File: config.mk
export PLATFORM = sky130hd
export DESIGN_NAME = instr_encoder
export DESIGN_NICKNAME = d
export VERILOG_FILES = /design/src/rtl/instr_encoder.sv
export SDC_FILE = /design/constraint.sdc
export NUM_CORES = 1
export LEC_CHECK = 0
export ABC_AREA = 1
export BUFFER_PORTS_ARGS = -buffer_cell sky130_fd_sc_hd__buf_2
export CORE_MARGIN = 3
export CORE_UTILIZATION = 45
export CTS_CLUSTER_DIAMETER = 120
export CTS_CLUSTER_SIZE = 25
export DETAILED_ROUTE_END_ITERATION = 12
export PLACE_DENSITY = 0.73
export SLEW_MARGIN = 20
export SYNTH_ARGS = -nofsm -noshare
export SYNTH_HDL_FRONTEND = slang
export SYNTH_SLANG_ARGS = --single-unit
export TNS_END_PERCENT = 50
File: constraint.sdc
create_clock -name clk -period 2.5 [get_ports clk]
set_input_delay 0.5 -clock clk [delete_from_list [all_inputs] [get_ports clk]]
set_output_delay 0.5 -clock clk [all_outputs]
set_load 0.05 [all_outputs]
File: src/rtl/instr_encoder.sv
// ---------------------------------------------------------------------------
// instr_encoder
//   Turns decoded instruction fields into 32-bit MIPS words and streams them
//   into an instruction memory, one word at a time, starting at a base
//   address chosen when a load session is opened.
//
// Ports
//   clk, rst              clock (rising edge) / async active-high reset
//   load_start, load_stop session control pulses (load_start wins)
//   base_addr             first word address of a new session
//   in_valid / in_ready   field handshake (in_ready only while READY)
//   op_sel                operation select, 0..16 legal, 17..31 illegal
//   rs, rt, rd, imm,
//   target                instruction fields
//   wr_en, wr_addr,
//   wr_data               registered instruction-memory write port
//   count                 words written in the current session
//   full                  the last address (1023) has been written
//   err                   sticky: an illegal op_sel was accepted
// ---------------------------------------------------------------------------
module instr_encoder (
    input  logic        clk,
    input  logic        rst,
    input  logic        load_start,
    input  logic        load_stop,
    input  logic [9:0]  base_addr,
    input  logic        in_valid,
    output logic        in_ready,
    input  logic [4:0]  op_sel,
    input  logic [4:0]  rs,
    input  logic [4:0]  rt,
    input  logic [4:0]  rd,
    input  logic [15:0] imm,
    input  logic [25:0] target,
    output logic        wr_en,
    output logic [9:0]  wr_addr,
    output logic [31:0] wr_data,
    output logic [10:0] count,
    output logic        full,
    output logic        err
);

    typedef enum logic [1:0] {
        S_IDLE  = 2'd0,
        S_READY = 2'd1,
        S_WRITE = 2'd2,
        S_FULL  = 2'd3
    } state_t;

    state_t      state_q, state_d;
    // One bit wider than the address space so "written 1023" is visible
    // as bit 10 instead of wrapping back to 0.
    logic [10:0] addr_q, addr_d;
    logic [10:0] count_q, count_d;
    logic        wr_en_q, wr_en_d;
    logic [9:0]  wr_addr_q, wr_addr_d;
    logic [31:0] wr_data_q, wr_data_d;
    logic        in_ready_q, in_ready_d;
    logic        full_q, full_d;
    logic        err_q, err_d;

    // -----------------------------------------------------------------------
    // Encoder
    // -----------------------------------------------------------------------
    function automatic logic [31:0] rtype(input logic [4:0] s, input logic [4:0] t,
                                          input logic [4:0] d, input logic [5:0] f);
        return {6'b000000, s, t, d, 5'b00000, f};
    endfunction

    function automatic logic [31:0] itype(input logic [5:0] opc, input logic [4:0] s,
                                          input logic [4:0] t, input logic [15:0] i);
        return {opc, s, t, i};
    endfunction

    logic [31:0] enc_word;
    logic        enc_legal;

    always_comb begin
        enc_word  = '0;
        enc_legal = 1'b1;
        case (op_sel)
            5'd0:  enc_word = rtype(rs, rt, rd, 6'b100000);     // ADD
            5'd1:  enc_word = rtype(rs, rt, rd, 6'b100010);     // SUB
            5'd2:  enc_word = rtype(rs, rt, rd, 6'b100100);     // AND
            5'd3:  enc_word = rtype(rs, rt, rd, 6'b100101);     // OR
            5'd4:  enc_word = rtype(rs, rt, rd, 6'b101010);     // SLT
            // HI/LO producers have no destination register field
            5'd5:  enc_word = rtype(rs, rt, 5'd0, 6'b011000);   // MULT
            5'd6:  enc_word = rtype(rs, rt, 5'd0, 6'b011001);   // MULTU
            5'd7:  enc_word = rtype(rs, rt, 5'd0, 6'b011010);   // DIV
            5'd8:  enc_word = rtype(rs, rt, 5'd0, 6'b011011);   // DIVU
            // HI/LO readers take no source registers
            5'd9:  enc_word = rtype(5'd0, 5'd0, rd, 6'b010000); // MFHI
            5'd10: enc_word = rtype(5'd0, 5'd0, rd, 6'b010010); // MFLO
            5'd11: enc_word = itype(6'b100011, rs, rt, imm);    // LW
            5'd12: enc_word = itype(6'b101011, rs, rt, imm);    // SW
            5'd13: enc_word = itype(6'b000100, rs, rt, imm);    // BEQ
            5'd14: enc_word = itype(6'b000101, rs, rt, imm);    // BNE
            5'd15: enc_word = itype(6'b001000, rs, rt, imm);    // ADDI
            5'd16: enc_word = {6'b000011, target};              // JAL
            default: enc_legal = 1'b0;
        endcase
    end

    // -----------------------------------------------------------------------
    // Session / write control
    // -----------------------------------------------------------------------
    always_comb begin
        state_d   = state_q;
        addr_d    = addr_q;
        count_d   = count_q;
        wr_en_d   = 1'b0;          // write strobe is a single-cycle pulse
        wr_addr_d = wr_addr_q;
        wr_data_d = wr_data_q;
        err_d     = err_q;

        if (load_start) begin
            // Any write already on the port this cycle still completes,
            // because wr_en_q is registered and only falls after this edge.
            state_d = S_READY;
            addr_d  = {1'b0, base_addr};
            count_d = '0;
            err_d   = 1'b0;
        end else if (load_stop) begin
            state_d = S_IDLE;
        end else begin
            case (state_q)
                S_READY: begin
                    if (in_valid) begin
                        if (enc_legal) begin
                            state_d   = S_WRITE;
                            wr_en_d   = 1'b1;
                            wr_addr_d = addr_q[9:0];
                            wr_data_d = enc_word;
                            addr_d    = addr_q + 11'd1;
                            count_d   = count_q + 11'd1;
                        end else begin
                            // Illegal op is consumed but leaves no trace
                            // other than the sticky flag.
                            err_d = 1'b1;
                        end
                    end
                end
                S_WRITE: begin
                    // addr_q already points past the word being written;
                    // bit 10 set means address 1023 was just used.
                    state_d = addr_q[10] ? S_FULL : S_READY;
                end
                default: ;
            endcase
        end

        in_ready_d = (state_d == S_READY);
        full_d     = (state_d == S_FULL);
    end

    always_ff @(posedge clk or posedge rst) begin
        if (rst) begin
            state_q    <= S_IDLE;
            addr_q     <= '0;
            count_q    <= '0;
            wr_en_q    <= 1'b0;
            wr_addr_q  <= '0;
            wr_data_q  <= '0;
            in_ready_q <= 1'b0;
            full_q     <= 1'b0;
            err_q      <= 1'b0;
        end else begin
            state_q    <= state_d;
            addr_q     <= addr_d;
            count_q    <= count_d;
            wr_en_q    <= wr_en_d;
            wr_addr_q  <= wr_addr_d;
            wr_data_q  <= wr_data_d;
            in_ready_q <= in_ready_d;
            full_q     <= full_d;
            err_q      <= err_d;
        end
    end

    assign in_ready = in_ready_q;
    assign wr_en    = wr_en_q;
    assign wr_addr  = wr_addr_q;
    assign wr_data  = wr_data_q;
    assign count    = count_q;
    assign full     = full_q;
    assign err      = err_q;

endmodule

### Word-level counts from Yosys, hierarchy flattened

Cells that the tools add are included.

| word-level totals | value |
|---|---|
| bits of input ports | 77 |
| register bits after elaboration | 70 |
| logic and storage cells | 71 |
| output and inout port bits | 57 |

| cells by class | value |
|---|---|
| reduce and logical (&&, ||, !) cells | 8 |
| add/sub/neg operators | 2 |
| equality and inequality tests | 22 |
| bitwise operators | 2 |
| mux-type cells | 28 |

Operator list:

| kind | count |
|---|---|
| case mux 32 bit (17 select lines) | 1 |
| 2-to-1 mux 11 bit | 10 |
| equality test 5 x 4 -> 1 bit (second input constant) | 8 |
| adder 11 x 1 -> 11 bit (second input constant) | 2 |
| equality test 5 x 3 -> 1 bit (second input constant) | 4 |
| OR reduction 17 bit | 1 |
| 2-to-1 mux 1 bit | 11 |
| equality test 5 x 2 -> 1 bit (second input constant) | 2 |
| 2-to-1 mux 2 bit | 5 |
| AND reduction 4 bit | 2 |
| nonzero test 2 bit | 3 |
| equality test 5 x 1 -> 1 bit (second input constant) | 1 |
| equality test 5 bit (second input constant) | 1 |
| logical NOT 5 bit | 1 |
| AND reduction 5 bit | 1 |
| equality test 2 x 1 -> 1 bit (second input constant) | 2 |
| equality test 2 bit (second input constant) | 2 |
| inequality test 2 bit (second input constant) | 2 |
| case mux 2 bit (2 select lines) | 1 |
| NOT 1 bit | 2 |

### Longest topological paths before layout

Gate-level depths: netlist (run 1).

| depth | value |
|---|---|
| depth after elaboration | 9 |
| gate-level depth with buffers | 10 |
| mapped depth without buffers | 9 |

### Worst setup path before layout (run 1)

OpenSTA, ideal clock, no wires.

| timing | value |
|---|---|
| path type | register to register |
| from | register count_q[0], in the netlist count[0] |
| to | register count_q[8], in the netlist count[8] |
| slack | 680 ps |
| clock period less this slack | 1820 ps |
| data required time | 2379 ps |
| stages on the path, launching flop included | 9 |
| library setup time | 121 ps |
| buffers on the path | 0 |
| arrival time | 1699 ps |
| cells stage by stage | dfrtp_1 -> ha_1 -> nand3_1 -> nor3_1 -> nand2_1 -> nor2_1 -> nand3_1 -> nand2_1 -> nor2_1 |

| between the ends | value |
|---|---|
| word-level cells in the longest chain between the ends | 6 |

RTL lines:

| item | RTL line | text |
|---|---|---|
| start: declaration | 54 | `logic [10:0] count_q, count_d;` |
| start signal: assignment | 171 | `count_q <= count_d;` |
| adder 11 x 1 -> 11 bit | 136 | `count_d = count_q + 11'd1;` |
| 2-to-1 mux 11 bit | 130 | `if (enc_legal) begin` |
| 2-to-1 mux 11 bit | 129 | `if (in_valid) begin` |
| 2-to-1 mux 11 bit | 127 | `case (state_q)` |
| 2-to-1 mux 11 bit | 124 | `end else if (load_stop) begin` |
| 2-to-1 mux 11 bit | 117 | `if (load_start) begin` |

No other way between the ends. The select of a mux whose other input is x is not followed.
A chain may end at the register's enable or synchronous reset.

### Final worst setup path (run 1)

| timing | value |
|---|---|
| from | register state_q[1] |
| to | register wr_data_q[26], in the netlist wr_data[26] |

| between the ends | value |
|---|---|
| word-level cells in the longest chain between the ends | 2 |

RTL lines:

| item | RTL line | text |
|---|---|---|
| start: declaration | 50 | `state_t state_q, state_d;` |
| start signal: assignment | 169 | `state_q <= state_d;` |
| equality test 2 x 1 -> 1 bit | 127 |  |
| AND reduction 5 bit (no source line) | -- |  |
| end signal: assignment | 174 | `wr_data_q <= wr_data_d;` |
| end: declaration | 57 | `logic [31:0] wr_data_q, wr_data_d;` |

No other way between the ends.

==> metrics.md, run 1 <==
| Metric | Value |
|---|---|
| Rows | `32` |
| Final #Nets | `692` |
| Bufs on Longest Clock Path | `2` |
| Total power | `3.210 mW` |
| Seq/Total Area, Yosys | `46.23%` |
| Dpl hpwl | `7557 µm` |
| Register bit total from synthesis | `69` |
| Setup Skew | `0.008133 ns` |
| Fillers | `724` |
| Clk slew on worst S/H paths | `0.07 ns` |
| Hold_buf cts | `0` |
| WP data arrival | `2.15 ns` |
| PortBufs | `132` |
| Final TNS setup | `0 ns` |
| Cell variety after synth | `39` |
| Post-route DRC violation count | `0` |
| Post-CTS Setup Bufs | `0` |
| Worst IR Drop VDD | `308.1 µV` |
| DRT iter0 DRCs | `169` |
| Worst hold path class | `input port to asynchronous set/reset pin` |
| Pre-Repair DR Iteration Count | `4` |
| Period minus WS final | `1.891 ns` |
| Critical path endpoint category | `register` |
| Core Region | `7888 µm²` |
| Most frequent cells in the layout | `202 x nand2_1, 132 x buf_2, 69 x dfrtp_1` |
| Mapped Area | `3735 µm²` |
| # resized after CTS | `0` |
| P_leak | `2.548 nW` |
| Relative slew slack | `54.43%` |
| Worst path cell trace | `inv_1 -> ha_1 -> nand2_1 -> nor2_1 -> nand3_4 -> inv_2 -> o21ai_0 -> o211ai_1` |
| Post-Syn Nets | `565` |
| Most common cell after layout, fill and taps aside | `nand2_1` |
| Total track usage | `22.09%` |
| Max-slew violation count | `0` |
| Type of origin of the critical path | `register` |
| Worst skew pair latency | `0.34 ns` |
| Layout cells sized above 1 | `27.32%` |
| RSZ-0062 raised after global routing | `no` |
| Pwr/cell area | `690.7 nW/µm²` |
| Die outline width | `97.10 µm` |
| Synthesized area per cell | `7.717 µm²` |
| Ys Warns | `0` |
| Clock root buffer | `clkbuf_8` |
| Final period util | `75.63%` |
| Final hold vios | `0` |
| Via/cell ratio | `5.098` |
| Worst path slowest cell | `dfrtp_1` |
| GRT overflow | `0` |
| Synth-to-layout area growth | `24.42%` |
| Die ar. | `9428 µm²` |
| Number of CTS-inserted buffers | `9` |
| Ys flop type | `dfrtp_1` |
| Top-level I/O count | `134` |
| CP max stage delay | `0.38 ns` |
| Number of synthesized flops with an enable pin | `0` |
| Die span in y | `97.10 µm` |
| Worst Tran Pin Value | `0.6825 ns` |
| WP data required | `2.76 ns` |
| First-pass GRT wire length | `17190 µm` |
| Outcome | `complete, no violations` |
| Drt total wl | `9964 µm` |
| Critical path class | `register to register` |
| Htree depth | `3` |
| Vias in the first global route | `3586` |
| Initial antenna violation count | `0` |
| Post-Synthesis Cells | `484` |
| GPL Wtd Cong | `0.8646` |
| Antenna Cells | `0` |
| CTS tree | `built` |
| FFs w/ async S/R, synth | `100.0%` |
| Endpoints failing setup | `0` |
| Via total after detailed routing | `3655` |
| Clock Sinks | `69` |
| MaxCap Viol Count | `0` |
| Starting Density | `47.35%` |
| CP Max Fanout | `28` |
| Final ANT Viol Nets | `0` |
| Per-cell routed wire length | `13.90 µm` |
| Achievable Freq | `528.9 MHz` |
| Largest net degree at the start of global routing | `63` |
synthesized netlist by cell type (2+ instances only):
master,instances,area [µm²]
nand2_1,202,758.2
o211ai_1,6,45.04
ha_1,4,50.05
o21ai_0,9,45.04
nand2_4,4,45.04
xnor2_1,2,17.52
xor2_1,7,61.31
clkbuf_1,4,15.01
nand3_1,40,200.2
nand4_1,11,68.82
nor2_4,2,22.52
buf_6,4,45.04
o21a_1,2,15.01
o31ai_1,2,15.01
a21oi_1,5,25.02
inv_1,30,112.6
inv_2,3,11.26
nor2_1,19,71.32
buf_2,8,40.04
a22oi_1,5,37.54
buf_4,4,30.03
nor3_1,10,50.05
dfrtp_1,69,1727
o21ai_1,17,85.08
final timing paths:
kind,start,slack [ns],depth (start not counted),endpoint
min reg2reg,wr_data[23],0.48,2,wr_data[23]
max reg2reg,state_q[1],0.61,8,wr_data[26]
min,rst,0.26,2,wr_addr[1]
min in group clk,base_addr[2],0.38,3,addr_q[2]
max,state_q[1],0.61,8,wr_data[26]
max in group asynchronous,rst,1.60,3,wr_data[3]
per-layer routing:
layer	global-route usage, %	wire, µm
met5	0	0
met4	8.207	188
met3	3.374	745
met1	29.34	4228
met2	36.57	4802
worst max-delay path, delay by kind of cell (launching register included):
family	cells	cell delay [ns]
adder cells (fa/ha/maj)	1	0.16
flip-flops	1	0.38
AO/OA/AOI/OAI	2	0.33
buffers and inverters	2	0.43
AND/OR/NAND/NOR	3	0.50
through the flow:
| stage | std cells | area (µm²) | hold WS, ns | setup slack [ns] | util, % |
|---|---|---|---|---|---|
| after floorplan | 484 | 3735 | 0.5088 | 0.2601 | - |
| after global placement | 702 | 4448 | 0.4615 | 0.6068 | 56.39 |
| after detailed placement | 702 | 4448 | 0.4607 | 0.5781 | 56.39 |
| after CTS | 717 | 4647 | 0.2673 | 0.5818 | 58.91 |
| after global routing | 717 | 4647 | 0.3164 | 0.3881 | 58.91 |
| final | 717 | 4647 | 0.2580 | 0.6093 | 58.91 |
cells by family (layout without fill, tap and decap cells):
family / Yosys count / in the layout / share of synthesized area, %
and+or+nand+nor: 295 / 295 / 34.47
DFF: 69 / 69 / 46.23
AOI/OAI and AO/OA: 53 / 53 / 8.945
buffers and inverters: 53 / 184 / 6.801
xor gates and xnor gates: 9 / 9 / 2.111
adders and majority gates: 4 / 4 / 1.340
other: 1 / 1 / 0.1004
state kept, by name, summed over array words and instances (netlist names):
signal and count:
addr_q 11, count 11, err 1, full 1, in_ready 1, state_q 2
wr_addr 10, wr_data 31, wr_en 1
report_power, final:
group / internal, mW / total [mW] / switching, mW
Sequential: 1.25 / 1.34 / 0.0910
Clock: 0.506 / 0.920 / 0.414
Combinational: 0.238 / 0.946 / 0.708
Total: 2.00 / 3.21 / 1.21
cell type report:
class | instances | area (µm²) | area share, %
Sequential cell | 69 | 1727 | 37.16
Multi-Input combinational cell | 362 | 1754 | 37.75
Tap cell | 102 | 127.6 | 2.746
Timing Repair Buffer | 136 | 715.7 | 15.40
Inverter | 33 | 123.9 | 2.666
Clock inverter | 4 | 47.55 | 1.023
Clock buffer | 11 | 151.4 | 3.258
(Power assumes the default switching activity.)
==> run 2: changes to the inputs <==
==> constraint.sdc (replaced) <==
create_clock -name clk -period 1.8 [get_ports clk]
set_input_delay 0.36 -clock clk [delete_from_list [all_inputs] [get_ports clk]]
set_output_delay 0.36 -clock clk [all_outputs]
set_load 0.05 [all_outputs]
==> metrics.md, run 2 (synthesized netlist as in run 1, its figures left out) <==
| Metric | Value |
|---|---|
| WP data required | `2.01 ns` |
| Clock root buffer | `clkbuf_8` |
| Period minus WS final | `1.674 ns` |
| CP Max Fanout | `16` |
| Type of origin of the critical path | `register` |
| Core Region | `7888 µm²` |
| Post-route DRC violation count | `0` |
| DRT iter0 DRCs | `186` |
| Worst hold path class | `input port to asynchronous set/reset pin` |
| Placed insts | `708` |
| Via total after detailed routing | `3733` |
| Worst IR Drop VDD | `515.2 µV` |
| Clk slew on worst S/H paths | `0.08 ns` |
| CTS tree | `built` |
| Critical path endpoint category | `register` |
| Die span in y | `97.10 µm` |
| R2r setup slk | `0.13 ns` |
| MaxCap Viol Count | `0` |
| Endpoints failing setup | `0` |
| Max reg flops | `31` |
| Final hold vios | `0` |
| Bufs on Longest Clock Path | `2` |
| Drt total wl | `10360 µm` |
| Most frequent cells in the layout | `202 x nand2_1, 132 x buf_2, 69 x dfrtp_1` |
| Setup Skew | `0.005375 ns` |
| Via/cell ratio | `5.156` |
| Clock Sinks | `69` |
| Pwr/cell area | `938.2 nW/µm²` |
| Die ar. | `9428 µm²` |
| RSZ-0062 raised after global routing | `no` |
| Total track usage | `22.13%` |
| Fin cells | `724` |
| GRT overflow | `0` |
| Final design utilization | `59.93%` |
| PortBufs | `132` |
| Achievable Freq | `597.4 MHz` |
| Most common cell after layout, fill and taps aside | `nand2_1` |
| Max-slew violation count | `0` |
| Largest net degree at the start of global routing | `34` |
| Rows | `32` |
| Initial antenna violation count | `0` |
| Worst skew pair latency | `0.34 ns` |
| P_leak | `2.581 nW` |
| Starting Density | `47.35%` |
| Pre-Repair DR Iteration Count | `6` |
| Die outline width | `97.10 µm` |
| Htree depth | `3` |
| WP data arrival | `1.89 ns` |
| Layout cells sized above 1 | `28.30%` |
| Critical path class | `register to register` |
| Number of CTS-inserted buffers | `9` |
| Fillers | `742` |
| Top-level I/O count | `134` |
| Synth-to-layout area growth | `26.57%` |
| Per-cell routed wire length | `14.31 µm` |
| First-pass GRT wire length | `17000 µm` |
| Dpl hpwl | `7925 µm` |
| Final #Nets | `698` |
| Final period util | `93.00%` |
| Outcome | `complete, no violations` |
| Antenna Cells | `0` |
| Final ANT Viol Nets | `0` |
| Vias in the first global route | `3594` |
| GPL Wtd Cong | `0.9244` |
run 2: worst paths after layout:
path / start / end / cells after the start
hold / removal: rst / wr_data[14] / 2
setup reg to reg: state_q[1] / addr_q[3] / 10
setup / recovery: state_q[1] / addr_q[3] / 10
hold reg to reg: wr_data[21] / wr_data[21] / 2
max in group asynchronous: rst / wr_data[8] / 3
min in group clk: base_addr[0] / addr_q[0] / 3
run 2: repair_timing:
action / CTS / global route
gates resized for setup: 0 / 1
hold buffers: 0 / 0
buffers inserted: 0 / 0
endpoints found under the setup margin: 0 / 6
hold endpoints to repair: 0 / 0
run 2: per-layer routing:
layer  up-vias  global-route usage (%)  share of wire, %  wire length (µm)
met1      1711                   27.87                42              4332
met4         0                   8.531               2.0               209
met2       170                   37.37                49              5046
li1       1834                       -                 -                 -
met5         -                       0                 0                 0
met3        18                   4.523               7.4               768
run 2: worst max-delay path, cell delays in order, from the launching register on:
cell and delay (ns):
dfrtp_1 0.38, inv_1 0.08, ha_1 0.17, nand2_1 0.09, nor2_2 0.15, buf_4 0.15
nand2_4 0.08, nand2_4 0.16, inv_2 0.12, nand2_1 0.08, o211ai_1 0.09
run 2: stage by stage:
step | TNS [ns] | total power [mW] | setup slack [ns] | area (µm²) | hold WS (ns)
3_5_place_dp | 0 | 3.236 | 0.06543 | 4534 | 0.4127
3_3_place_gp | 0 | 3.209 | 0.1644 | 4534 | 0.4105
4_1_cts | 0 | 4.476 | 0.05057 | 4725 | 0.03657
2_1_floorplan | -0.02020 | 2.836 | -0.02020 | 3739 | 0.4571
6_report | 0 | 4.435 | 0.1261 | 4727 | 0.03427
5_1_grt | 0 | 4.658 | 0.007031 | 4727 | 0.06047
run 2: layout make-up:
class	count	area, µm²	share of cell area, %
tap	102	127.6	2.700
multi-input combinational	362	1757	37.16
timing repair buffer	142	798.3	16.89
inverter	33	127.6	2.700
sequential	69	1727	36.53
clock inverter	7	66.31	1.403
clock buffer	9	123.9	2.620
run 2: where the power goes:
| part | switching (mW) | total (mW) | leakage (nW) | internal [mW] |
|---|---|---|---|---|
| clock | 0.602 | 1.23 | 0.0987 | 0.632 |
| sequential | 0.130 | 1.87 | 0.909 | 1.74 |
| combinational | 0.989 | 1.33 | 1.57 | 0.342 |
| total | 1.72 | 4.43 | 2.58 | 2.71 |
==> run 3: changes to the inputs <==
--- a/config.mk
+++ b/config.mk
@@ -7,9 +7,9 @@
 export LEC_CHECK = 0
 export ABC_AREA = 1
 export BUFFER_PORTS_ARGS = -buffer_cell sky130_fd_sc_hd__buf_2
+export CORE_ASPECT_RATIO = 0.8
 export CORE_MARGIN = 3
 export CORE_UTILIZATION = 45
-export CTS_CLUSTER_DIAMETER = 120
 export CTS_CLUSTER_SIZE = 25
 export DETAILED_ROUTE_END_ITERATION = 12
 export PLACE_DENSITY = 0.73
==> metrics.md, run 3 (synthesized netlist as in run 1, its figures left out) <==
| Metric | Value |
|---|---|
| Outcome | `complete, no violations` |
| CP max stage delay | `0.38 ns` |
| Clk slew on worst S/H paths | `0.08 ns` |
| Clock root buffer | `clkbuf_8` |
| Total track usage | `20.86%` |
| Endpoints failing setup | `0` |
| Dpl hpwl | `7056 µm` |
| Core Region | `7983 µm²` |
| Max-slew violation count | `0` |
| Most common cell after layout, fill and taps aside | `nand2_1` |
| Htree depth | `3` |
| Final ANT Viol Nets | `0` |
| Pwr/cell area | `996.9 nW/µm²` |
| WP data arrival | `1.87 ns` |
| Largest net degree at the start of global routing | `70` |
| Die outline width | `107.9 µm` |
| Setup Skew | `0.006644 ns` |
| Pre-Repair DR Iteration Count | `4` |
| MaxCap Viol Count | `0` |
| Die ar. | `9436 µm²` |
| RSZ-0062 raised after global routing | `no` |
| CP Max Fanout | `62` |
| Worst path cell trace | `inv_1 -> ha_1 -> nand2_1 -> nor2_2 -> nand3_4 -> buf_12 -> or2_1 -> o21a_1` |
| Die span in y | `87.49 µm` |
| Synth-to-layout area growth | `28.27%` |
| Initial antenna violation count | `0` |
| P_leak | `2.598 nW` |
| Placed insts | `714` |
| Period minus WS final | `1.625 ns` |
| Vias in the first global route | `3188` |
| Hold_buf cts | `0` |
| Antenna Cells | `0` |
| PortBufs | `132` |
| Clock Sinks | `69` |
| Final #Nets | `698` |
| First-pass GRT wire length | `15480 µm` |
| Worst IR Drop VDD | `498.6 µV` |
| Worst skew pair latency | `0.35 ns` |
| GPL Wtd Cong | `0.9455` |
| Bufs on Longest Clock Path | `2` |
| Final Hold Slack | `0.09049 ns` |
| Most frequent cells in the layout | `202 x nand2_1, 132 x buf_2, 69 x dfrtp_1` |
| Rows | `29` |
| WP data required | `2.05 ns` |
| Worst path slowest cell | `dfrtp_1` |
| Drt total wl | `9808 µm` |
| Per-cell routed wire length | `13.44 µm` |
| Final TNS setup | `0 ns` |
| Worst hold path class | `input port to asynchronous set/reset pin` |
| Post-route DRC violation count | `0` |
| Starting Density | `46.79%` |
| Critical path endpoint category | `register` |
| Top-level I/O count | `134` |
| Final design utilization | `60.02%` |
| Number of CTS-inserted buffers | `9` |
| Fin cells | `730` |
| Via/cell ratio | `5.034` |
| DRT iter0 DRCs | `171` |
| Achievable Freq | `615.4 MHz` |
| Via total after detailed routing | `3675` |
| Critical path class | `register to register` |
| Final hold vios | `0` |
| GRT overflow | `0` |
| Type of origin of the critical path | `register` |
| Layout cells sized above 1 | `28.30%` |
| CTS tree | `built` |
| Max reg flops | `31` |
| Final period util | `90.28%` |
[run 3: changes by cell type in the layout (fill, tap and decap cells not counted), sizes merged]
cell	change
clkinv	-5
bufinv	+2
clkbuf	+2
inv	+1
[run 3: timing repair]
action                     CTS  global route
gates resized for setup      0             3
setup endpoints to repair    0            11
buffers inserted             0             0
[run 3: final timing paths]
| path | start | to | slack, ns | depth (start not counted) |
|---|---|---|---|---|
| max in group asynchronous | rst | addr_q[9] | 1.41 | 3 |
| min | rst | in_ready | 0.09 | 3 |
| max reg2reg | state_q[1] | wr_addr[0] | 0.18 | 8 |
| min reg2reg | wr_data[14] | wr_data[14] | 0.48 | 2 |
| min in group clk | load_start | count[2] | 0.23 | 2 |
| max | state_q[1] | wr_addr[0] | 0.18 | 8 |
[run 3: per-stage QoR]
stage               power [mW]  area (µm²)  setup slack (ns)
finish                   4.776        4791            0.1750
global route             4.990        4791           0.02388
CTS                      4.815        4777           0.06663
detailed placement       3.215        4529           0.08468
global placement         3.198        4529            0.1461
floorplan                2.836        3739          -0.02020
[run 3: worst max-delay path, delay by kind of cell, from the launching register on]
| kind | cells | cell delay, ns |
|---|---|---|
| compound gates | 1 | 0.10 |
| fa+ha+maj | 1 | 0.16 |
| buf+inv | 2 | 0.29 |
| flops | 1 | 0.38 |
| simple gates | 4 | 0.59 |
[run 3: power breakdown]
part | switching [mW] | internal [mW]
Combinational | 0.987 | 0.341
Clock | 0.628 | 0.964
Sequential | 0.118 | 1.74
Total | 1.73 | 3.04
[run 3: cell type report]
type	count	area, µm²
clock buffer	11	141.4
clock inverter	5	106.4
fill	743	3192
inverter	33	127.6
multi-input combinational	362	1768
sequential	69	1727
tap	108	135.1
timing repair buffer	142	785.8
[run 3: routing by layer]
metal  share of wire (%)  up-vias  GRT usage, %
met3                 7.7       12         6.746
met4                0.92        0         5.161
met2                  46      117         31.94
met5                   0        -             0
met1                  46     1714         28.81
li1                    -     1832             -
